### src/rtl/alu_decode_stage_pkg.sv
// Shared definitions for the RV32I decode stage and the execute-stage ALU:
// ALU opcode encoding, base opcodes, operand-select codes and immediate formats.
package alu_decode_stage_pkg;

   // ALU opcode bus encoding (4 bits, consumed by the execute-stage ALU)
   localparam logic [3:0] EXE_ADD_OP  = 4'd0;
   localparam logic [3:0] EXE_SUB_OP  = 4'd1;
   localparam logic [3:0] EXE_SLL_OP  = 4'd2;
   localparam logic [3:0] EXE_SLT_OP  = 4'd3;
   localparam logic [3:0] EXE_SLTU_OP = 4'd4;
   localparam logic [3:0] EXE_XOR_OP  = 4'd5;
   localparam logic [3:0] EXE_SRL_OP  = 4'd6;
   localparam logic [3:0] EXE_SRA_OP  = 4'd7;
   localparam logic [3:0] EXE_OR_OP   = 4'd8;
   localparam logic [3:0] EXE_AND_OP  = 4'd9;

   // RV32I base opcodes (instr[6:0])
   localparam logic [6:0] OPC_OP     = 7'b0110011;
   localparam logic [6:0] OPC_OP_IMM = 7'b0010011;
   localparam logic [6:0] OPC_LUI    = 7'b0110111;
   localparam logic [6:0] OPC_AUIPC  = 7'b0010111;
   localparam logic [6:0] OPC_LOAD   = 7'b0000011;
   localparam logic [6:0] OPC_STORE  = 7'b0100011;
   localparam logic [6:0] OPC_BRANCH = 7'b1100011;
   localparam logic [6:0] OPC_JAL    = 7'b1101111;
   localparam logic [6:0] OPC_JALR   = 7'b1100111;

   // Operand selects
   localparam logic [1:0] OP1_SEL_RS1  = 2'd0;
   localparam logic [1:0] OP1_SEL_PC   = 2'd1;
   localparam logic [1:0] OP1_SEL_ZERO = 2'd2;
   localparam logic       OP2_SEL_RS2  = 1'b0;
   localparam logic       OP2_SEL_IMM  = 1'b1;

   // Immediate formats; SHAMT is the zero-extended 5-bit shift amount of SLLI/SRLI/SRAI
   typedef enum logic [2:0] {
      IMM_NONE,
      IMM_I,
      IMM_SHAMT,
      IMM_S,
      IMM_B,
      IMM_U,
      IMM_J
   } imm_fmt_t;

   // funct3 -> ALU op for OP / OP-IMM; alt selects SUB / SRA
   function automatic logic [3:0] alu_op_from_funct3(input logic [2:0] funct3, input logic alt);
      logic [3:0] op;
      case (funct3)
         3'b000:  op = alt ? EXE_SUB_OP : EXE_ADD_OP;
         3'b001:  op = EXE_SLL_OP;
         3'b010:  op = EXE_SLT_OP;
         3'b011:  op = EXE_SLTU_OP;
         3'b100:  op = EXE_XOR_OP;
         3'b101:  op = alt ? EXE_SRA_OP : EXE_SRL_OP;
         3'b110:  op = EXE_OR_OP;
         default: op = EXE_AND_OP;
      endcase
      return op;
   endfunction

endpackage

### src/rtl/rv32i_imm_gen.sv
// Combinational RV32I immediate generator: selects and sign-extends the
// immediate field of an instruction according to the decoded format.
module rv32i_imm_gen
   import alu_decode_stage_pkg::*;
(
   input  imm_fmt_t    fmt,
   input  logic [31:7] instr_bits,
   output logic [31:0] imm
);

   // Assemble the immediate for the requested format; formats without one yield zero
   always_comb begin
      imm = '0;
      case (fmt)
         IMM_I:     imm = {{20{instr_bits[31]}}, instr_bits[31:20]};
         IMM_SHAMT: imm = {27'b0, instr_bits[24:20]};
         IMM_S:     imm = {{20{instr_bits[31]}}, instr_bits[31:25], instr_bits[11:7]};
         IMM_B:     imm = {{19{instr_bits[31]}}, instr_bits[31], instr_bits[7],
                           instr_bits[30:25], instr_bits[11:8], 1'b0};
         IMM_U:     imm = {instr_bits[31:12], 12'b0};
         IMM_J:     imm = {{11{instr_bits[31]}}, instr_bits[31], instr_bits[19:12],
                           instr_bits[20], instr_bits[30:21], 1'b0};
         default:   imm = '0;
      endcase
   end

endmodule

### src/rtl/alu_decode_stage.sv
// Registered RV32I decode stage. Decodes one fetched instruction into ALU op,
// operand selects, immediate, register indices and write enable, and holds it
// in a single output register with valid/ready handshakes on both sides.
module alu_decode_stage
   import alu_decode_stage_pkg::*;
#(
   parameter int               XLEN     = 32,
   parameter logic [XLEN-1:0]  RESET_PC = '0
) (
   input  logic            clk,
   input  logic            rst,
   input  logic            flush,
   input  logic            in_valid,
   output logic            in_ready,
   input  logic [31:0]     in_instr,
   input  logic [XLEN-1:0] in_pc,
   output logic            out_valid,
   input  logic            out_ready,
   output logic [3:0]      out_alu_op,
   output logic [1:0]      out_op1_sel,
   output logic            out_op2_sel,
   output logic [XLEN-1:0] out_imm,
   output logic [4:0]      out_rs1,
   output logic [4:0]      out_rs2,
   output logic [4:0]      out_rd,
   output logic            out_reg_we,
   output logic            out_illegal,
   output logic [XLEN-1:0] out_pc
);

   logic [6:0] opcode;
   logic [2:0] funct3;
   logic [6:0] funct7;
   logic [4:0] rd_field;

   assign opcode   = in_instr[6:0];
   assign funct3   = in_instr[14:12];
   assign funct7   = in_instr[31:25];
   assign rd_field = in_instr[11:7];

   logic [3:0]  alu_op_next;
   logic [1:0]  op1_sel_next;
   logic        op2_sel_next;
   imm_fmt_t    imm_fmt;
   logic        we_raw;
   logic        illegal_next;
   logic        reg_we_next;
   logic [31:0] imm_next;

   logic            valid_reg;
   logic [3:0]      alu_op_reg;
   logic [1:0]      op1_sel_reg;
   logic            op2_sel_reg;
   logic [XLEN-1:0] imm_reg;
   logic [4:0]      rs1_reg;
   logic [4:0]      rs2_reg;
   logic [4:0]      rd_reg;
   logic            reg_we_reg;
   logic            illegal_reg;
   logic [XLEN-1:0] pc_reg;

   rv32i_imm_gen u_imm_gen (
      .fmt        (imm_fmt),
      .instr_bits (in_instr[31:7]),
      .imm        (imm_next)
   );

   // Decode opcode/funct3/funct7 into control fields. Any illegal encoding
   // collapses to a harmless ADD with no writeback so execute only has to
   // look at the illegal flag.
   always_comb begin
      alu_op_next  = EXE_ADD_OP;
      op1_sel_next = OP1_SEL_RS1;
      op2_sel_next = OP2_SEL_RS2;
      imm_fmt      = IMM_NONE;
      we_raw       = 1'b0;
      illegal_next = 1'b0;
      case (opcode)
         OPC_OP: begin
            we_raw      = 1'b1;
            alu_op_next = alu_op_from_funct3(funct3, funct7[5]);
            if (!((funct7 == 7'h00) ||
                  ((funct7 == 7'h20) && ((funct3 == 3'b000) || (funct3 == 3'b101)))))
               illegal_next = 1'b1;
         end
         OPC_OP_IMM: begin
            we_raw       = 1'b1;
            op2_sel_next = OP2_SEL_IMM;
            imm_fmt      = IMM_I;
            case (funct3)
               3'b001: begin
                  alu_op_next = EXE_SLL_OP;
                  imm_fmt     = IMM_SHAMT;
                  if (funct7 != 7'h00)
                     illegal_next = 1'b1;
               end
               3'b101: begin
                  alu_op_next = funct7[5] ? EXE_SRA_OP : EXE_SRL_OP;
                  imm_fmt     = IMM_SHAMT;
                  if ((funct7 != 7'h00) && (funct7 != 7'h20))
                     illegal_next = 1'b1;
               end
               default: alu_op_next = alu_op_from_funct3(funct3, 1'b0);
            endcase
         end
         OPC_LUI: begin
            we_raw       = 1'b1;
            op1_sel_next = OP1_SEL_ZERO;
            op2_sel_next = OP2_SEL_IMM;
            imm_fmt      = IMM_U;
         end
         OPC_AUIPC: begin
            we_raw       = 1'b1;
            op1_sel_next = OP1_SEL_PC;
            op2_sel_next = OP2_SEL_IMM;
            imm_fmt      = IMM_U;
         end
         OPC_LOAD: begin
            we_raw       = 1'b1;
            op2_sel_next = OP2_SEL_IMM;
            imm_fmt      = IMM_I;
         end
         OPC_STORE: begin
            op2_sel_next = OP2_SEL_IMM;
            imm_fmt      = IMM_S;
         end
         OPC_BRANCH: begin
            imm_fmt = IMM_B;
            case (funct3[2:1])
               2'b00:   alu_op_next = EXE_SUB_OP;
               2'b10:   alu_op_next = EXE_SLT_OP;
               2'b11:   alu_op_next = EXE_SLTU_OP;
               default: illegal_next = 1'b1;
            endcase
         end
         OPC_JAL: begin
            we_raw       = 1'b1;
            op1_sel_next = OP1_SEL_PC;
            op2_sel_next = OP2_SEL_IMM;
            imm_fmt      = IMM_J;
         end
         OPC_JALR: begin
            we_raw       = 1'b1;
            op2_sel_next = OP2_SEL_IMM;
            imm_fmt      = IMM_I;
         end
         default: illegal_next = 1'b1;
      endcase
      if (illegal_next) begin
         alu_op_next  = EXE_ADD_OP;
         op1_sel_next = OP1_SEL_RS1;
         op2_sel_next = OP2_SEL_RS2;
         imm_fmt      = IMM_NONE;
         we_raw       = 1'b0;
      end
   end

   // x0 is never written
   assign reg_we_next = we_raw & (rd_field != 5'd0);

   // No skid buffer: accept only when the output register is empty or draining
   assign in_ready = !valid_reg || out_ready;

   // Output register: reset beats flush, flush beats load, otherwise drain on consume
   always_ff @(posedge clk) begin
      if (rst) begin
         valid_reg   <= 1'b0;
         alu_op_reg  <= EXE_ADD_OP;
         op1_sel_reg <= OP1_SEL_RS1;
         op2_sel_reg <= OP2_SEL_RS2;
         imm_reg     <= '0;
         rs1_reg     <= '0;
         rs2_reg     <= '0;
         rd_reg      <= '0;
         reg_we_reg  <= 1'b0;
         illegal_reg <= 1'b0;
         pc_reg      <= RESET_PC;
      end else if (flush) begin
         valid_reg <= 1'b0;
      end else if (in_valid && in_ready) begin
         valid_reg   <= 1'b1;
         alu_op_reg  <= alu_op_next;
         op1_sel_reg <= op1_sel_next;
         op2_sel_reg <= op2_sel_next;
         imm_reg     <= imm_next;
         rs1_reg     <= in_instr[19:15];
         rs2_reg     <= in_instr[24:20];
         rd_reg      <= rd_field;
         reg_we_reg  <= reg_we_next;
         illegal_reg <= illegal_next;
         pc_reg      <= in_pc;
      end else if (out_ready) begin
         valid_reg <= 1'b0;
      end
   end

   assign out_valid   = valid_reg;
   assign out_alu_op  = alu_op_reg;
   assign out_op1_sel = op1_sel_reg;
   assign out_op2_sel = op2_sel_reg;
   assign out_imm     = imm_reg;
   assign out_rs1     = rs1_reg;
   assign out_rs2     = rs2_reg;
   assign out_rd      = rd_reg;
   assign out_reg_we  = reg_we_reg;
   assign out_illegal = illegal_reg;
   assign out_pc      = pc_reg;

endmodule
### config.mk
export PLATFORM = sky130hd
export DESIGN_NAME = alu_decode_stage
export DESIGN_NICKNAME = d
export VERILOG_FILES = /design/src/rtl/alu_decode_stage_pkg.sv /design/src/rtl/rv32i_imm_gen.sv /design/src/rtl/alu_decode_stage.sv
export SDC_FILE = /design/constraint.sdc
export NUM_CORES = 1
export LEC_CHECK = 0
export BUFFER_PORTS_ARGS = -buffer_cell sky130_fd_sc_hd__buf_2
export CELL_PAD_IN_SITES_DETAIL_PLACEMENT = 1
export CELL_PAD_IN_SITES_GLOBAL_PLACEMENT = 1
export CORE_MARGIN = 1.5
export CORE_UTILIZATION = 30
export DETAILED_ROUTE_END_ITERATION = 6
export PLACE_DENSITY = 0.85
export SYNTH_ARGS = -nofsm -noshare
export SYNTH_HDL_FRONTEND = slang
export SYNTH_SLANG_ARGS = --single-unit
### constraint.sdc
create_clock -name clk -period 1.9 [get_ports clk]
set_input_delay 0.095 -clock clk [delete_from_list [all_inputs] [get_ports clk]]
set_output_delay 0.095 -clock clk [all_outputs]
set_load 0.01 [all_outputs]
# [Word-level counts from Yosys, hierarchy flattened]
# Index checks and enable logic that the tools add are counted.
[word_totals] ff_bits=89 input_bits=69 output_inout_bits=90 elab_cells=87
[classes] n_eq_ne=25 muxes=26 bitwise=2 n_reduce_logical=23
[ops] operator="one-hot mux 32 bit (6 select lines)" count=1
[ops] operator="== test 7 x 6 -> 1 bit, second input constant" count=4
[ops] operator="one-hot mux 4 bit (7 select lines)" count=1
[ops] operator="== test 7 bit, second input constant" count=3
[ops] operator="one-hot mux 4 bit (5 select lines)" count=1
[ops] operator="== test 3 bit, second input constant" count=6
[ops] operator="one-hot mux 3 bit (6 select lines)" count=1
[ops] operator="== test 7 x 5 -> 1 bit, second input constant" count=2
[ops] operator="OR reduction 7 bit" count=2
[ops] operator="== test 3 x 2 -> 1 bit, second input constant" count=4
[ops] operator="two-way mux 1 bit" count=12
[ops] operator="one-hot mux 4 bit (3 select lines)" count=1
[ops] operator="OR reduction 2 bit" count=5
[ops] operator="one-hot mux 3 bit (3 select lines)" count=1
[ops] operator="one-hot mux 4 bit (2 select lines)" count=1
[ops] operator="== test 7 x 2 -> 1 bit, second input constant" count=1
[ops] operator="logical NOT 7 bit" count=1
[ops] operator="!= test 7 x 6 -> 1 bit, second input constant" count=1
[ops] operator="nonzero test 7 bit" count=1
[ops] operator="== test 3 x 1 -> 1 bit, second input constant" count=2
[ops] operator="OR reduction 6 bit" count=1
[ops] operator="nonzero test 5 bit" count=1
[ops] operator="== test 2 bit, second input constant" count=2
[ops] operator="two-way mux 2 bit" count=2
[ops] operator="other kinds (15)" count=19

# [Depth between registers and ports, before layout]
[depth] ltp_word=9 ltp_mapped=9 depth_no_buf=7

# [By module]
# A second synthesis with hierarchy kept.
[hier_totals] cells_unflattened=557 hier_area_um2=4276.6
[by_module_without_submodules] mod="alu_decode_stage" n_inst=1 cells_each=463 area_each_um2=3542.1 seq_area_each_um2=1781.7
[by_module_without_submodules] mod="rv32i_imm_gen" n_inst=1 cells_each=94 area_each_um2=734.5 seq_area_each_um2=0.0

# [Least setup slack after synthesis]
# OpenSTA, ideal clock, no wires.
[synth_timing] path_type="in2reg" from="input in_instr[1]" to="register imm_reg[12], in the netlist out_imm[12]" setup_ps=117 t_arrival_ps=1765 required_time_ps=1783 path_slack_ps=18 path_stages=9 n_path_buf=3 path_cell_list="and2_1 > clkbuf_1 > and3_1 > clkbuf_1 > a32o_1 > nand4b_1 > o211a_4 > buf_8 > a22o_1"
[synth_between] elab_chain_len=6 elab_cells_between_ends=22 classes_between="eq/ne: 15; mux: 4; reduce/logical: 3"
[synth_rtl] item="from (decl)" line="alu_decode_stage.sv:15" text="input logic [31:0] in_instr,"
[synth_rtl] item="== test 7 bit, or another cell as far along" line="alu_decode_stage.sv:78" text="case (opcode)"
[synth_rtl] item="OR reduction 6 bit (no line) or OR reduction 2 bit (tied branches)"
[synth_rtl] item="one-hot mux 1 bit (4 select lines) or one-hot mux 3 bit (6 select lines) (tied branches)" line="alu_decode_stage.sv:78"
[synth_rtl] item="two-way mux 3 bit *" line="alu_decode_stage.sv:149" text="if (illegal_next) begin"
[synth_rtl] item="== test 3 bit, or another cell as far along" line="rv32i_imm_gen.sv:14" text="case (fmt)"
[synth_rtl] item="one-hot mux 32 bit (6 select lines) *" line="rv32i_imm_gen.sv:14"
[synth_rtl] item="to (signal assigned)" line="alu_decode_stage.sv:185" text="imm_reg <= imm_next;"
[synth_rtl] item="to (decl)" line="alu_decode_stage.sv:54" text="logic [XLEN-1:0] imm_reg;"
# Mark *: on every way between the ends. The rest lies on a longest branch, timed or not.
# A chain may end at the register's enable or synchronous reset.

# [Final worst setup path]
[layout_timing] from="input in_instr[25]" to="register imm_reg[10], in the netlist out_imm[10]"
[layout_between] elab_chain_len=8 elab_cells_between_ends=20 classes_between="eq/ne: 8; mux: 7; reduce/logical: 5"
[layout_rtl] item="!= test 7 x 6 -> 1 bit, or another cell as far along" line="alu_decode_stage.sv:100" text="if ((funct7 != 7'h00) && (funct7 != 7'h20))"
[layout_rtl] item="logical AND 1 bit, on equally long branches" line="alu_decode_stage.sv:100, alu_decode_stage.sv:83"
[layout_rtl] item="two-way mux 1 bit or logical OR 1 bit (tied branches)" line="alu_decode_stage.sv:100, alu_decode_stage.sv:82"
[layout_rtl] item="one-hot mux 1 bit (2 select lines) or two-way mux 1 bit (tied branches)" line="alu_decode_stage.sv:90, alu_decode_stage.sv:82"
[layout_rtl] item="one-hot mux 1 bit (4 select lines) *" line="alu_decode_stage.sv:78"
[layout_rtl] item="two-way mux 3 bit *" line="alu_decode_stage.sv:149"
[layout_rtl] item="== test 3 bit, or another cell as far along" line="rv32i_imm_gen.sv:14"
[layout_rtl] item="one-hot mux 32 bit (6 select lines) *" line="rv32i_imm_gen.sv:14"
# Marked as above.

==> run metrics <==
final critical-path setup slack approximately 0.15 ns; crit path to out_imm[10]$_SDFFE_PP0P_; area leader, netlist dfxtp_1; commonest non-fill, non-tap cell in the layout buf_2; setup TNS 0 ns; sequential area share after synthesis roughly 49%; Cell Chain, Critical Path buf_2, or4_4, o41ai_2, a21o_2, nor3b_4, o211a_4, a32o_1; share of layout cells above drive strength 1 35.3%; gr ovfl total 0; EDFF count, synth 0; P per Cell Area 810 mW/mm^2; combinational share of power 11.6%; final setup fails 0; final net count between 600 and 700; Place WS -0.186 ns; Post CTS Setup Buffer Count 0; Required @ worst endpoint 2.18 ns; syn nets 494; area of the die 0.0128 mm^2; initial antenna violation count 0; Area growth syn-to-layout 44.3%; critical path depth 7; Slowest-stage cell, CP or4_4; type of destination of the critical path flip-flop; Final Hold Viols 0; GRT Total Usage 20.6%; I/O pins 159; Critical Path Start in_instr[25]; R2R setup slack 0.18 ns; Critical Path AT just over 2 ns; vias in the first global route 4055; Seq pwr share ~46%; Clock Pin Slew Worst Setup and Hold Paths around 0.07 ns; #FFs+latches synth 89; 1st-iter DRT viols ~230; core area approximately 0.012 mm^2; Syn. warnings 0; commonest cells after routing, fill and taps aside buf_2 (158), nand2_1 (111), dfxtp_1 (89); syn_area_per_cell 8.59 um^2; Clock Path Buffers 2; asr flop ratio synth 0%; leakage power 2.45 nW; top post-synthesis cells by area dfxtp_1 (49%), nand2_1 (11%), a21oi_1 (7.3%); global placer's final weighted congestion 0.906; count of final max-slew check failures 0; Largest delay share family, worst path compound AO/OA/AOI/OAI gates; via-per-instance ratio 5.08; critical path type primary input to flip-flop; synthesized area 0.00365 mm^2; largest net degree at the start of global routing 34; sw power between 1 and 1.5 mW; Period minus WS final 1.75 ns; Hold WS 0.00830 ns; Die W 113 um; reg2reg path depth 8; measured slew at the worst slew-check pin 0.459 ns; total number of vias 3885; first-pass GRT wire length 20700 um; Clock H-tree levels 3; Post-synth top flop dfxtp_1; Startpoint Class primary input; Buf/Inv on CP 1; Die Y 113 um; Internal roughly 3.2 mW; Initial Util 30.5%; Placed Cells 728; drt total wl 13200 um; Yosys top cell area share 48.8%; hpwl dp 9920 um; Synth Instances 425; Max-Slew Margin vs Limit just under 70%; CTS tree yes; max_cap viols 0; drt drc 0; Root Driver clkbuf_16; RR Startpoint out_valid$_SDFFE_PP0P_; count of port buffers added during placement 158; WL/cell 17.2 um; skew final 0.00918 ns; VDD IR-drop max 334 uV; TritonCTS buffer count 9; clk sinks 89; post-route ant nets 0; # rows 40; peak per-stage delay on the critical path around 0.55 ns; clock network fraction of total power a little over two fifths; Non-Filler Instances 765; DR pass1 iterations 4; RSZ-0062 raised after global routing false; hold crit path type primary input to flip-flop; Switching Share approximately a quarter; fin crit share 92.3%; r2r endpoint out_imm[29]$_SDFFE_PP0P_; # diodes 0; synth unique cells 52; status completed; CP Max Fanout 16; Highest Clock Rate 570 MHz; clock latency on the worst-skew pair 0.34 ns
what timing repair did:
item                                   in CTS  in global routing
endpoints found under the hold margin      21                  0
hold buffers                               21                  0
resized for setup                           0                  2
setup endpoints to repair                   0                 11
worst register-to-register path, cell delays in order (launching register included):
cell and delay (ns):
dfxtp_1 0.36, nor2b_4 0.18, inv_1 0.07, nand3b_1 0.14, nor2_1 0.06, buf_4 0.19
and3_1 0.20, buf_4 0.16, a221o_1 0.26
registers in the layout, summed over array words and instances, names as in the netlist, 2 cells and up:
register     count
out_pc          32
out_op1_sel      2
out_imm         32
out_rs1          5
out_alu_op       4
out_rs2          5
out_rd           5
logic make-up (layout without fill, tap and decap cells):
logic type      after synthesis  count (layout)  share of synthesized area, %
flops                        89              89                          48.8
simple gates                175             175                          22.6
compound gates              124             124                          24.4
buf+inv                      37             230                          4.18
routing by layer:
layer | GRT usage (%) | vias up | routed length, um
met5 | 0 | - | 0
met4 | 9.50 | 0 | 298
met3 | 4.61 | 22 | 780
met2 | 36.5 | 138 | 6520
met1 | 23.5 | 1837 | 5590
li1 | - | 1888 | -
cell type report:
| type | count | area, um^2 |
|---|---|---|
| Clock inverter | 5 | 62.6 |
| Fill cell | 1445 | 6700 |
| Timing Repair Buffer | 211 | 1250 |
| Tap cell | 147 | 184 |
| Inverter | 3 | 11.3 |
| Clock buffer | 11 | 243 |
| Multi-Input combinational cell | 299 | 1730 |
| Sequential cell | 89 | 1780 |
Yosys cell counts (all sizes together), types with 2 or more instances:
| library cell | number |
|---|---|
| nand2 | 111 |
| dfxtp | 89 |
| a21oi | 53 |
| clkbuf | 29 |
| a221o | 15 |
| nor2 | 15 |
| a22o | 11 |
| a21o | 9 |
| a32o | 9 |
| nor2b | 7 |
| o21ai | 6 |
| buf | 5 |
| nor3 | 5 |
| nor4 | 5 |
| and3 | 4 |
| a211oi | 3 |
| inv | 3 |
| nand2b | 3 |
| nand3 | 3 |
| nand3b | 3 |
| nand4 | 3 |
| nor3b | 3 |
| or4 | 3 |
| a221oi | 2 |
| nand4b | 2 |
| o211ai | 2 |
| o21a | 2 |
| or2 | 2 |
| or3 | 2 |
metrics by stage:
step | utilization (%) | instance area [um^2] | power [mW]
global route | 44.0 | 5270 | 4.43
floorplan | - | 3650 | 2.20
finish | 44.0 | 5270 | 4.27
global placement | 39.7 | 4740 | 2.43
CTS | 44.0 | 5260 | 4.31
detailed placement | 39.7 | 4740 | 2.45
worst min path at each step:
stage,slack (ns),cells after the start,end,start
5_1_grt,0.01,3,out_pc[12]$_SDFFE_PP0P_,in_pc[12]
3_5_place_dp,0.31,2,out_valid$_SDFFE_PP0P_,flush
6_report,0.008,3,out_pc[12]$_SDFFE_PP0P_,in_pc[12]
3_3_place_gp,0.30,2,out_valid$_SDFFE_PP0P_,flush
4_1_cts,0.003,3,out_pc[8]$_SDFFE_PP0P_,in_pc[8]
2_1_floorplan,0.17,1,out_valid$_SDFFE_PP0P_,flush
power groups by stage:
stage / clock network, mW / logic, mW / registers [mW]
after global routing: 1.94 / 0.543 / 1.95
after global placement: 0 / 0.442 / 1.98
after CTS: 1.87 / 0.494 / 1.94
final: 1.83 / 0.496 / 1.95
after floorplan: 0 / 0.189 / 2.01
after detailed placement: 0 / 0.458 / 1.99
Power figures use the tool's default switching activity.
